==> src/rtl/spi_byte_receiver.sv <==
// spi_byte_receiver
// Oversampling SPI mode-0 (CPOL=0, CPHA=0, MSB-first) slave receiver.
// All three SPI pins are resynchronised into clk; bytes are delivered as a
// one-cycle valid pulse with sot/eot framing, and each completed byte is
// echoed back on miso during the following byte slot.
module spi_byte_receiver #(
    parameter int sync_stages = 2
) (
    input  logic       clk,
    input  logic       rst,
    input  logic       sclk,
    input  logic       ss,
    input  logic       mosi,
    output logic       miso,
    output logic [7:0] data,
    output logic       valid,
    output logic       sot,
    output logic       eot
);

    localparam logic [0:0] IDLE   = 1'b0;
    localparam logic [0:0] ACTIVE = 1'b1;

    // Synchroniser chains. They are deliberately left without reset so they
    // keep tracking the pins while rst is high; that way an ss already low at
    // reset release is not mistaken for a falling edge.
    logic [sync_stages-1:0] sclk_sync_reg;
    logic [sync_stages-1:0] ss_sync_reg;
    logic [sync_stages-1:0] mosi_sync_reg;
    logic                   sclk_hist_reg;
    logic                   ss_hist_reg;

    logic sclk_s;
    logic ss_s;
    logic mosi_s;
    logic sclk_rise;
    logic sclk_fall;
    logic ss_rise;
    logic ss_fall;

    logic [0:0] state_reg;
    logic [2:0] bitcnt_reg;
    logic [7:0] rx_reg;
    logic [7:0] tx_reg;
    logic       first_reg;
    logic [7:0] data_reg;
    logic       valid_reg;
    logic       sot_reg;
    logic       eot_reg;
    logic       eot_pend_reg;
    logic       miso_reg;

    logic [7:0] rx_next;
    logic       byte_done;

    // Shift each pin through its synchroniser chain, plus one history flop
    // on sclk and ss for edge detection.
    always_ff @(posedge clk) begin
        sclk_sync_reg <= {sclk_sync_reg[sync_stages-2:0], sclk};
        ss_sync_reg   <= {ss_sync_reg[sync_stages-2:0], ss};
        mosi_sync_reg <= {mosi_sync_reg[sync_stages-2:0], mosi};
        sclk_hist_reg <= sclk_sync_reg[sync_stages-1];
        ss_hist_reg   <= ss_sync_reg[sync_stages-1];
    end

    assign sclk_s    = sclk_sync_reg[sync_stages-1];
    assign ss_s      = ss_sync_reg[sync_stages-1];
    assign mosi_s    = mosi_sync_reg[sync_stages-1];
    assign sclk_rise = sclk_s & ~sclk_hist_reg;
    assign sclk_fall = ~sclk_s & sclk_hist_reg;
    assign ss_rise   = ss_s & ~ss_hist_reg;
    assign ss_fall   = ~ss_s & ss_hist_reg;

    assign rx_next   = {rx_reg[6:0], mosi_s};
    assign byte_done = (state_reg == ACTIVE) && sclk_rise && (bitcnt_reg == 3'd7);

    // Transaction FSM, byte assembly, echo shift register and framing pulses.
    always_ff @(posedge clk) begin
        if (rst) begin
            state_reg    <= IDLE;
            bitcnt_reg   <= 3'd0;
            rx_reg       <= 8'h00;
            tx_reg       <= 8'h00;
            first_reg    <= 1'b0;
            data_reg     <= 8'h00;
            valid_reg    <= 1'b0;
            sot_reg      <= 1'b0;
            eot_reg      <= 1'b0;
            eot_pend_reg <= 1'b0;
            miso_reg     <= 1'b0;
        end else begin
            valid_reg    <= 1'b0;
            sot_reg      <= 1'b0;
            // A deferred eot (ss released on the byte-completing edge) fires
            // one cycle after valid so the two never overlap.
            eot_reg      <= eot_pend_reg;
            eot_pend_reg <= 1'b0;
            miso_reg     <= (state_reg == ACTIVE) ? tx_reg[7] : 1'b0;

            case (state_reg)
                IDLE: begin
                    if (ss_fall) begin
                        state_reg  <= ACTIVE;
                        bitcnt_reg <= 3'd0;
                        first_reg  <= 1'b1;
                        tx_reg     <= 8'h00;
                    end
                end
                ACTIVE: begin
                    if (sclk_rise) begin
                        rx_reg     <= rx_next;
                        bitcnt_reg <= bitcnt_reg + 3'd1;
                        if (bitcnt_reg == 3'd7) begin
                            data_reg  <= rx_next;
                            valid_reg <= 1'b1;
                            sot_reg   <= first_reg;
                            first_reg <= 1'b0;
                            tx_reg    <= rx_next;
                        end
                    end else if (sclk_fall && (bitcnt_reg != 3'd0)) begin
                        // The fall right after a byte boundary is skipped:
                        // tx already presents the new MSB.
                        tx_reg <= {tx_reg[6:0], 1'b0};
                    end
                    if (ss_rise) begin
                        state_reg <= IDLE;
                        if (byte_done) begin
                            eot_pend_reg <= 1'b1;
                        end else begin
                            eot_reg <= 1'b1;
                        end
                    end
                end
                default: state_reg <= IDLE;
            endcase
        end
    end

    assign miso  = miso_reg;
    assign data  = data_reg;
    assign valid = valid_reg;
    assign sot   = sot_reg;
    assign eot   = eot_reg;

endmodule

==> config.mk <==
export PLATFORM = sky130hd
export DESIGN_NAME = spi_byte_receiver
export DESIGN_NICKNAME = d
export VERILOG_FILES = /design/src/rtl/spi_byte_receiver.sv
export SDC_FILE = /design/constraint.sdc
export NUM_CORES = 1
export LEC_CHECK = 0
export BUFFER_PORTS_ARGS = -buffer_cell sky130_fd_sc_hd__buf_2
export CAP_MARGIN = 15
export CORE_MARGIN = 5
export CORE_UTILIZATION = 40
export CTS_BUF_LIST = sky130_fd_sc_hd__clkbuf_16
export DETAILED_ROUTE_END_ITERATION = 6
export PLACE_DENSITY_LB_ADDON = 0.2
export SETUP_SLACK_MARGIN = 0.1
export SLEW_MARGIN = 20
export SYNTH_ARGS = -nofsm -noshare
export SYNTH_HDL_FRONTEND = slang
export SYNTH_SLANG_ARGS = --single-unit
==> constraint.sdc <==
create_clock -name clk -period 1.6 [get_ports clk]
set_input_delay 0.16 -clock clk [delete_from_list [all_inputs] [get_ports clk]]
set_output_delay 0.16 -clock clk [all_outputs]
set_load 0.03 [all_outputs]
==> metrics.csv <==
stage,metric,value,unit
synth,Synth cell types,25,
detailed_routing,DR pass1 iterations,4,
cells_and_area,Multi-input gate area,727,µm²
cells_and_area,most frequent cells in the layout,"dfxtp_1 (39), nand2_1 (34), a21oi_1 (21), buf_2 (17), nor2b_1 (8)",
flow_run,Max-Cap Viols,0,
hold_path,Hold Path Class,primary input to flop,
place,placed inst area,1670,µm²
synth,sequential fraction of the synthesis area,52.9,%
cells_and_area,fillcell total,350,
global_route,total gr overflow,0,
sta,Slew Limit Fails,0,
sta,Slew HR,60.1,%
place,GPL Wtd Cong,0.783,
cts,H-tree levels,2,
cells_and_area,Nets,197,
synth,Yosys warning count,0,
critical_path,worst-path maximum fanout,7,
global_route,vias in the first global route,1208,
cells_and_area,Sequential Area,823,µm²
critical_path,max incr delay on CP,0.32,ns
cells_and_area,Layout Cells excl Fill,238,
sta,Final TNS setup,0,ns
sta,RSZ-0062 raised after global routing,false,
place,DP Wirelength,2.03,mm
synth,Syn Area/Cell,9.34,µm²
cells_and_area,layout cell share with drive strength beyond 1,23.7,%
cells_and_area,design area,1970,µm²
sta,Tmin final,1.50,ns
power,Leak Pwr,0.772,nW
critical_path,Critical-path top delay cell,dfxtp_2,
place,placed insts,222,
critical_path,crit path buf inv count,1,
critical_path,most numerous cell on the critical path,ha_1,
sta,skew final,0.00384,ns
sta,period utilisation layout,93.8,%
cells_and_area,Ant. Diodes,0,
floorplanning,# rows,22,
detailed_routing,number of routed nets with antenna violations,0,
critical_path,arrival time worst endpoint,1.65,ns
critical_path,Crit. End Element,flop,
critical_path,crit-path leading delay family,adder cells,
cts,"Clk pin slew, worst setup/hold paths",0.06,ns
sta,Worst-Margin Slew,0.598,ns
floorplanning,die area,5220,µm²
floorplanning,total core area,3720,µm²
detailed_routing,final WL,3.50,mm
cts,Inserted Clock Buffers,5,
cts,CTS tree,done,
critical_path,"Cell Chain, Critical Path",ha_1 -> ha_1 -> nand4b_1 -> buf_6 -> o211a_4 -> o31ai_2,
detailed_routing,WL per Instance,14.7,µm
floorplanning,starting density of the core,41.7,%
global_route,total track usage,13.2,%
power,pwr/cell area,1130,nW/µm²
cells_and_area,"Area growth, synth to finish",27.4,%
global_route,pin count of the biggest net entering global routing,28,
sta,FMAX,666,MHz
cts,Clk Tree Root Cell,clkbuf_16,
sta,Final Hold Fails,0,
global_route,first-pass GRT wire length,5.33,mm
synth,Syn Inst Count,166,
global_route,initial antenna violation count,0,
detailed_routing,DRC,0,
critical_path,WS Path Type,flop to flop,
cts,Sink Count,41,
cts,worst-skew pair later-pin latency,0.28,ns
detailed_routing,DR vias/cell,5.22,
floorplanning,Die X,72.3,µm
critical_path,Worst EP required,1.75,ns
critical_path,startpoint types,flop,
run_status,outcome,"finished, final reports clean",
detailed_routing,Initial DRC Count,81,
synth,Synthesized Nets,174,
cells_and_area,"most common cell after layout, fill and taps aside",dfxtp_1,
detailed_routing,via count of the routed design,1242,
floorplanning,Die Span Y,72.3,µm
cts,worst-case clock buffer depth,2,
floorplanning,num ports,17,
synth,Syn Std Cell Area,1550,µm²
power,peak supply drop,0.000673,V
place,Port Buf Inserts,16,
synth,Yosys reg bits,41,
sta,final number of setup-violating endpoints,0,
## what timing repair did
item / 4_1_cts / 5_1_grt
endpoints found under the hold margin: 3 / 0
hold buffers: 3 / 0
setup endpoints to repair: 2 / 18
resized for setup: 1 / 20
gates cloned: 0 / 3
pin swaps: 0 / 8
buffers inserted: 0 / 2
## worst reg2reg max path: cells and delay by family, from the launching register on
kind / cells / cell delay (ns)
and+or+nand+nor: 1 / 0.16
buffers and inverters: 1 / 0.15
adders and majority gates: 2 / 0.38
DFF: 1 / 0.32
AOI/OAI and AO/OA: 2 / 0.36
## final cells by class
type	instances	area share, %
inverters	4	0.760
well taps	48	3.04
clock inverters	3	1.90
repair buffers	28	9.44
flip-flops and latches	41	41.7
clock buffers	5	6.34
multi-input cells	109	36.8
## Yosys cell counts (all sizes together)
library cell	count	area (µm²)
dfxtp	41	821
clkbuf	10	38.8
a21oi	21	105
or3b	1	11.3
and3b	1	8.76
nor2b	9	56.3
inv	4	15.0
nand3b	2	15.0
o211a	1	17.5
buf	2	16.3
nand4b	1	8.76
mux2i	7	70.1
and2	1	6.26
nor3	1	5.00
o31ai	7	52.6
a41oi	1	8.76
nand3	3	15.0
ha	3	37.5
nand2b	3	18.8
and4b	1	10.0
o2111ai	8	70.1
nand2	34	128
nor2	4	15.0
## where the power goes
part / internal (W) / total, W / switching, W / leakage, nW
clock: 0.000724 / 0.00109 / 0.000370 / 0.0826
combinational: 0.0000290 / 0.0000787 / 0.0000496 / 0.355
sequential: 0.00104 / 0.00105 / 0.0000127 / 0.335
## routing by layer
metal  GRT usage, %  up-vias  part of all wire, %
met2           21.9       22                   49
met1           15.1      596                   46
met4           7.31        0                  1.4
li1               -      620                    -
met5              0        -                    0
met3           3.88        4                  3.7
## through the flow
| stage | setup slack [ns] | power (W) | hold WS [ns] | util, % |
|---|---|---|---|---|
| after floorplan | 0.164 | 0.00112 | 0.188 | - |
| after CTS | 0.113 | 0.00224 | 0.105 | 50.1 |
| final | 0.0988 | 0.00222 | 0.108 | 53.1 |
| after global placement | 0.118 | 0.00114 | 0.263 | 44.8 |
| after detailed placement | 0.0804 | 0.00114 | 0.265 | 44.8 |
| after global routing | 0.0656 | 0.00230 | 0.129 | 53.1 |
## final timing paths
path / from / endpoint / slack (ns) / depth (start not counted)
min: rst / state_reg / 0.11 / 2
max reg2reg: bitcnt_reg[0] / tx_reg[3] / 0.1 / 6
max: bitcnt_reg[0] / tx_reg[3] / 0.1 / 6
min reg2reg: mosi_sync_reg[0] / mosi_sync_reg[1] / 0.33 / 0
## cell families (layout without fill, tap and decap cells)
| group | after synthesis | count (layout) | share of synthesized area (%) |
|---|---|---|---|
| muxes | 7 | 7 | 4.52 |
| buffers and inverters | 16 | 40 | 4.52 |
| AOI/OAI and AO/OA | 38 | 38 | 16.4 |
| adders and majority gates | 3 | 3 | 2.42 |
| DFF | 41 | 41 | 52.9 |
| and+or+nand+nor | 61 | 61 | 19.2 |
Note: power is estimated with default switching activity, not from simulation.
